$ cat config.mk
export PLATFORM = sky130hd
export DESIGN_NAME = rx_reset_sm_ch
export DESIGN_NICKNAME = d
export VERILOG_FILES = /design/src/rtl/rx_reset_sm_ch.sv
export SDC_FILE = /design/constraint.sdc
export NUM_CORES = 1
export LEC_CHECK = 0
export CAP_MARGIN = 20
export CORE_UTILIZATION = 40
export CTS_CLUSTER_SIZE = 24
export DETAILED_ROUTE_END_ITERATION = 16
export MAX_ROUTING_LAYER = met4
export SLEW_MARGIN = 20
export SYNTH_ARGS = -nofsm -noshare
export SYNTH_HDL_FRONTEND = slang
export SYNTH_SLANG_ARGS = --single-unit
$ cat constraint.sdc
create_clock -name refclkdiv2 -period 3 [get_ports refclkdiv2]
set_input_delay 0.9 -clock refclkdiv2 [delete_from_list [all_inputs] [get_ports refclkdiv2]]
set_output_delay 0.9 -clock refclkdiv2 [all_outputs]
set_load 0.02 [all_outputs]
$ cat src/rtl/rx_reset_sm_ch.sv
// Per-channel RX reset sequencer: releases the RX SERDES and PCS resets only after
// PLL lock, then CDR lock with signal present, each qualified by a hold timer.
module rx_reset_sm_ch #(
   parameter int T1_BIT = 2,
   parameter int T2_BIT = 16
) (
   input  logic refclkdiv2,
   input  logic rst_n,
   input  logic tx_pll_lol_qd,
   input  logic rx_cdr_lol_ch,
   input  logic rx_los_low_ch,
   output logic rx_serdes_rst_ch_c,
   output logic rx_pcs_rst_ch_c
);

   typedef enum logic [2:0] {
      WAIT_PLOL  = 3'd0,
      SERDES_RST = 3'd1,
      WAIT_T1    = 3'd2,
      CHECK      = 3'd3,
      WAIT_T2    = 3'd4,
      NORMAL     = 3'd5
   } state_t;

   // cs_q is a plain vector so an unencoded value can be held and recovered from.
   logic [2:0]      cs_q;
   state_t          cs_d;
   logic [1:0]      plol_sync_q, plol_sync_d;
   logic [1:0]      cdr_sync_q, cdr_sync_d;
   logic [1:0]      los_sync_q, los_sync_d;
   logic            lol_los_dly_q, lol_los_dly_d;
   logic [T1_BIT:0] timer1_q, timer1_d;
   logic [T2_BIT:0] timer2_q, timer2_d;
   logic            serdes_rst_q, serdes_rst_d;
   logic            pcs_rst_q, pcs_rst_d;

   logic plol;
   logic los;
   logic lol_los;
   logic lol_los_chg;

   assign plol        = plol_sync_q[1];
   assign los         = los_sync_q[1];
   assign lol_los     = cdr_sync_q[1] | los_sync_q[1];
   assign lol_los_chg = lol_los != lol_los_dly_q;

   always_comb begin
      plol_sync_d   = {plol_sync_q[0], tx_pll_lol_qd};
      cdr_sync_d    = {cdr_sync_q[0], rx_cdr_lol_ch};
      los_sync_d    = {los_sync_q[0], rx_los_low_ch};
      lol_los_dly_d = lol_los;
   end

   // Timers count freely, saturate on their terminal bit and clear in the state before use.
   always_comb begin
      timer1_d = timer1_q;
      if (cs_q == SERDES_RST)
         timer1_d = '0;
      else if (!timer1_q[T1_BIT])
         timer1_d = timer1_q + {{T1_BIT{1'b0}}, 1'b1};

      timer2_d = timer2_q;
      if (cs_q == CHECK)
         timer2_d = '0;
      else if (!timer2_q[T2_BIT])
         timer2_d = timer2_q + {{T2_BIT{1'b0}}, 1'b1};
   end

   // NOTE: every output of a combinational block gets a default first so no path infers a latch.
   always_comb begin
      cs_d = WAIT_PLOL;
      if (plol && cs_q != WAIT_PLOL) begin
         cs_d = WAIT_PLOL;
      end else begin
         case (cs_q)
            WAIT_PLOL:  cs_d = (!plol && !los) ? SERDES_RST : WAIT_PLOL;
            SERDES_RST: cs_d = WAIT_T1;
            WAIT_T1:    cs_d = timer1_q[T1_BIT] ? CHECK : WAIT_T1;
            CHECK:      cs_d = WAIT_T2;
            WAIT_T2: begin
               if (lol_los_chg)
                  cs_d = CHECK;
               else if (timer2_q[T2_BIT])
                  cs_d = lol_los ? WAIT_PLOL : NORMAL;
               else
                  cs_d = WAIT_T2;
            end
            NORMAL:     cs_d = lol_los ? WAIT_PLOL : NORMAL;
            default:    cs_d = WAIT_PLOL;
         endcase
      end
   end

   always_comb begin
      serdes_rst_d = 1'b0;
      pcs_rst_d    = 1'b1;
      case (cs_q)
         SERDES_RST, WAIT_T1: serdes_rst_d = 1'b1;
         NORMAL:              pcs_rst_d    = 1'b0;
         default: ;
      endcase
   end

   // NOTE: sequential state uses non-blocking assignments so all flops sample pre-edge values.
   always_ff @(posedge refclkdiv2 or negedge rst_n) begin
      if (!rst_n) begin
         cs_q          <= WAIT_PLOL;
         plol_sync_q   <= 2'b11;
         cdr_sync_q    <= 2'b11;
         los_sync_q    <= 2'b11;
         lol_los_dly_q <= 1'b1;
         timer1_q      <= '0;
         timer2_q      <= '0;
         serdes_rst_q  <= 1'b0;
         pcs_rst_q     <= 1'b1;
      end else begin
         cs_q          <= cs_d;
         plol_sync_q   <= plol_sync_d;
         cdr_sync_q    <= cdr_sync_d;
         los_sync_q    <= los_sync_d;
         lol_los_dly_q <= lol_los_dly_d;
         timer1_q      <= timer1_d;
         timer2_q      <= timer2_d;
         serdes_rst_q  <= serdes_rst_d;
         pcs_rst_q     <= pcs_rst_d;
      end
   end

   assign rx_serdes_rst_ch_c = serdes_rst_q;
   assign rx_pcs_rst_ch_c    = pcs_rst_q;

endmodule

# [Yosys cells after proc, flatten, opt, wreduce, memory -nomap -nowiden]
# Index checks and enable logic that the tools add are counted.
[word_totals] reg_bits=32 in_bits=5 output_inout_bits=2 word_cells=42
[op_classes] addsub=2 n_eq_ne=8 mux=13 n_bitwise=1 reduce_logical=7
[ops] operator="17-bit two-way mux" n=2
[ops] operator="3-bit two-way mux" n=6
[ops] operator="3-bit one-hot mux with 6 select lines" n=1
[ops] operator="17-bit by 1-bit adder with 17-bit output, second input constant" n=1
[ops] operator="3-bit by 2-bit equality test with 1-bit output, second input constant" n=2
[ops] operator="3-bit equality test, second input constant" n=2
[ops] operator="1-bit two-way mux" n=4
[ops] operator="2-bit by 1-bit != test with 1-bit output, second input constant" n=2
[ops] operator="3-bit by 1-bit adder with 3-bit output, second input constant" n=1
[ops] operator="3-bit by 1-bit equality test with 1-bit output, second input constant" n=1
[ops] operator="3-bit zero test" n=1
[ops] operator="3-bit nonzero test" n=1
[ops] operator="1-bit logical AND" n=2
[ops] operator="1-bit zero test" n=2
[ops] operator="2-bit OR reduction" n=1
[ops] operator="1-bit != test" n=1
[ops] operator="1-bit OR" n=1

# [Logic depth before layout (Yosys ltp)]
[logic_depth] word_depth=6 ltp_mapped=5 ltp_nobuf=5

# [Least setup slack after synthesis]
# No wires, ideal clock.
[synth_timing] path_type="register to output" from="register pcs_rst_q (netlist: rx_pcs_rst_ch_c)" to="output rx_pcs_rst_ch_c" t_arrival_ps=554 required_time_ps=2100 slack_ps=1546 path_stages_with_launch=1 path_cell_list="dfstp_2"
[synth_lines] item="from (decl)" line_no="35" rtl="logic pcs_rst_q, pcs_rst_d;"
[synth_lines] item="from (signal assigned)" line_no="125" rtl="pcs_rst_q <= pcs_rst_d;"
[synth_lines] item="to (decl)" line_no="13" rtl="output logic rx_pcs_rst_ch_c"
# No word-level cell between the ends.

# [Worst setup path in the final report]
[layout_timing] from="register pcs_rst_q (netlist: rx_pcs_rst_ch_c)" to="output rx_pcs_rst_ch_c"
# No word-level cell between the ends.

==> results.json <==
{
  "setup_total_negative_slack_ns": 0,
  "criticalPathCategory": "register to output port",
  "cpMaxStageDelayCell": "sky130_fd_sc_hd__clkdlybuf4s50_1",
  "cap_viol_max_count": 0,
  "crit_required_ns": 2.10,
  "power.share.sequential_pct": 48.4,
  "vdd_drop_max_uv": 368,
  "cts_tree": "yes",
  "floorplan.initialDensity_pct": 43.3,
  "first_pass_iters": 4,
  "dpl_worst_slack_ns": 1.01,
  "crit_path_max_fanout": 1,
  "io_buffers": 6,
  "timing.max_slew.rel_slack_pct": 73.5,
  "drt-wirelength-per-cell_um": 12.6,
  "cts.htree.levels": 2,
  "synthesis.area_um2": 1500,
  "post_cts.resized_instances": 0,
  "grt_usage_pct": 15.4,
  "synth.yosys.seq_area_share_pct": 54.0,
  "synth_area_leader_cell": "sky130_fd_sc_hd__dfrtp_1",
  "timing.clock.skew_ns": 0.00542,
  "grt_first_pass_wirelength_um": 4400,
  "fill_cells": 327,
  "chipWidth_um": 63.2,
  "crit_path_end_kind": "output port",
  "synth_cell_type_count": 35,
  "cts_hold_fix_bufs": 0,
  "flow.area_growth_from_synthesis_pct": 13.5,
  "fraction_of_post_synthesis_cell_area_in_the_top_cell_type_by_area_pct": 40.0,
  "path_delay_family": "buffers and inverters",
  "cts.repair_timing.setup_buffer_count": 0,
  "grt_antenna_before_repair": 0,
  "synthesis.instances": 138,
  "worst_hold_path_type": "register to register",
  "rows": 21,
  "design.portCount": 7,
  "fin_cells": 196,
  "timing.critical_path.from_type": "register",
  "power_density_nw_per_um2": 785,
  "yosysWarnings": 0,
  "report.final.slew_viol_count": 0,
  "rsz_0062_raised_after_global_routing": "false",
  "global_route_congestion_overflow_total": 0,
  "via_per_inst": 5.03,
  "clock-sinks": 32,
  "synth.net_count": 145,
  "cts_buffers": 5,
  "share_of_cells_above_drive_strength_1_pct": 17.3,
  "timing.final.crit_period_ns": 2.28,
  "setup_violations": 0,
  "crit_chain": "clkdlybuf4s50_1",
  "net-switching-power_w": 0.000456,
  "antenna-diode-count": 0,
  "hold_fails_final_rpt": 0,
  "clock_power_share_pct": 24.9,
  "grt_pass1_vias": 1004,
  "power.switching_fraction_pct": 34.1,
  "max_freq_mhz": 438,
  "synth.avg_cell_area_um2": 10.9,
  "postSynthRegisterBits": 32,
  "hpwl_um": 1690,
  "result_of_the_run": "completed",
  "clk_transition_reported_paths_ns": 0.06,
  "internal-power_w": 0.000880,
  "route.antenna.remaining_nets": 0,
  "tightest_slew_ns": 0.398,
  "grt_max_degree": 33,
  "place.detailed.instances": 188,
  "post-route-util_pct": 49.1,
  "leakagePower_nw": 0.721,
  "detail_route.iter0.violations": 37,
  "clock_tree.buffer_depth": 2,
  "critical_path_buf_inv_count": 1,
  "setup_ws_ns": 0.716,
  "power.share.combinational_pct": 26.7,
  "core_area_um2": 3470,
  "netlist_top_cells_area": "sky130_fd_sc_hd__dfrtp_1, sky130_fd_sc_hd__dfstp_2, sky130_fd_sc_hd__xnor2_1",
  "die_h_um": 63.2,
  "insertion_delay_ns": 0.28,
  "max_stage_delay_ns": 0.59,
  "ctsRootBufferMaster": "sky130_fd_sc_hd__clkbuf_8",
  "vias": 986,
  "wl_um": 2470,
  "fp.dieArea_um2": 4000,
  "num-nets-final": 156,
  "final_weighted_congestion_of_routability_driven_global_placement": 0.809,
  "crit_arrival_ns": 1.38,
  "post-route-period-util_pct": 76.1,
  "detail_route.drc_violations": 0
}
[final timing paths]
check	from	end	slack [ns]	cells after the start
worst min-delay path	plol_sync_q[0]	plol_sync_q[1]	0.35	0
worst max-delay path	rx_pcs_rst_ch_c	rx_pcs_rst_ch_c	0.72	1
worst max register to register	timer2_q[0]	timer2_q[6]	1.56	4
max in group asynchronous	rst_n	plol_sync_q[0]	1.66	2
worst min register to register	plol_sync_q[0]	plol_sync_q[1]	0.35	0
min in group asynchronous	rst_n	timer2_q[0]	1.01	2
[kinds of logic after synthesis]
logic type / synth area share (%)
and+or+nand+nor: 24.1
DFF: 54.0
AOI/OAI and AO/OA: 8.42
xor gates and xnor gates: 7.59
buffers and inverters: 2.84
muxes: 1.33
adders and majority gates: 1.67
[cells in the final DEF, fill, tap and decap left out, types with 3 or more instances in the layout]
master,Yosys,final
sky130_fd_sc_hd__nand2_1,8,8
sky130_fd_sc_hd__a21oi_1,6,6
sky130_fd_sc_hd__inv_1,5,5
sky130_fd_sc_hd__clkbuf_8,0,6
sky130_fd_sc_hd__dfstp_2,8,8
sky130_fd_sc_hd__a31oi_1,3,3
sky130_fd_sc_hd__nor4_2,3,3
sky130_fd_sc_hd__clkdlybuf4s50_1,0,6
sky130_fd_sc_hd__dfrtp_1,24,24
sky130_fd_sc_hd__nor3_1,7,7
sky130_fd_sc_hd__xnor2_1,11,11
sky130_fd_sc_hd__o21ai_0,4,4
sky130_fd_sc_hd__nor2_1,25,25
[per-stage QoR]
step	hold WS (ns)	power (W)	area, um^2
2_1_floorplan	0.345	0.000925	1500
3_3_place_gp	0.346	0.000992	1610
3_5_place_dp	0.347	0.00102	1610
4_1_cts	0.356	0.00136	1700
5_1_grt	0.357	0.00144	1700
6_report	0.354	0.00134	1700
[power by group through the flow]
stage / Sequential [W] / Combinational [W] / Clock (W)
floorplan: 0.000623 / 0.000302 / 0
global placement: 0.000648 / 0.000344 / 0
detailed placement: 0.000656 / 0.000363 / 0
CTS: 0.000648 / 0.000366 / 0.000344
global route: 0.000663 / 0.000413 / 0.000368
finish: 0.000647 / 0.000356 / 0.000333
[metal layers]
| layer | routed length (um) | vias up | part of all wire [%] | track usage [%] |
|---|---|---|---|---|
| met5 | 0 | - | 0 | - |
| met4 | 76 | 0 | 3.1 | 10.2 |
| met3 | 76 | 8 | 3.1 | 4.53 |
| met2 | 1210 | 13 | 49 | 23.4 |
| met1 | 1110 | 475 | 45 | 17.5 |
| li1 | - | 490 | - | - |
[cell usage after synthesis (all sizes together)]
master,n
a21oi,6
a31o,2
a31oi,3
a41o,1
and2,1
buf,4
dfrtp,24
dfstp,8
ha,2
inv,6
mux2i,2
nand2,8
nand2b,1
nand3,3
nand3b,2
nand4,1
nand4b,1
nor2,25
nor2b,2
nor3,8
nor3b,1
nor4,4
o211ai,1
o21a,1
o21ai,4
o22ai,1
o32ai,1
or3,2
xnor2,11
xor2,2
[registers in the layout (all words and copies together) (netlist names)]
register / flops
cdr_sync_q: 2
cs_q: 3
lol_los_dly_q: 1
los_sync_q: 2
plol_sync_q: 2
rx_pcs_rst_ch_c: 1
rx_serdes_rst_ch_c: 1
timer1_q: 3
timer2_q: 17
[cell type report]
class                      count  area, um^2  share of cell area [%]
timing repair buffer           8        75.1                    4.41
clock buffer                   8        90.1                    5.29
inverter                       6        22.5                    1.32
sequential                    32         811                    47.6
tap                           46        57.6                    3.38
multi-input combinational     96         647                    38.0
(Power assumes the default switching activity.)
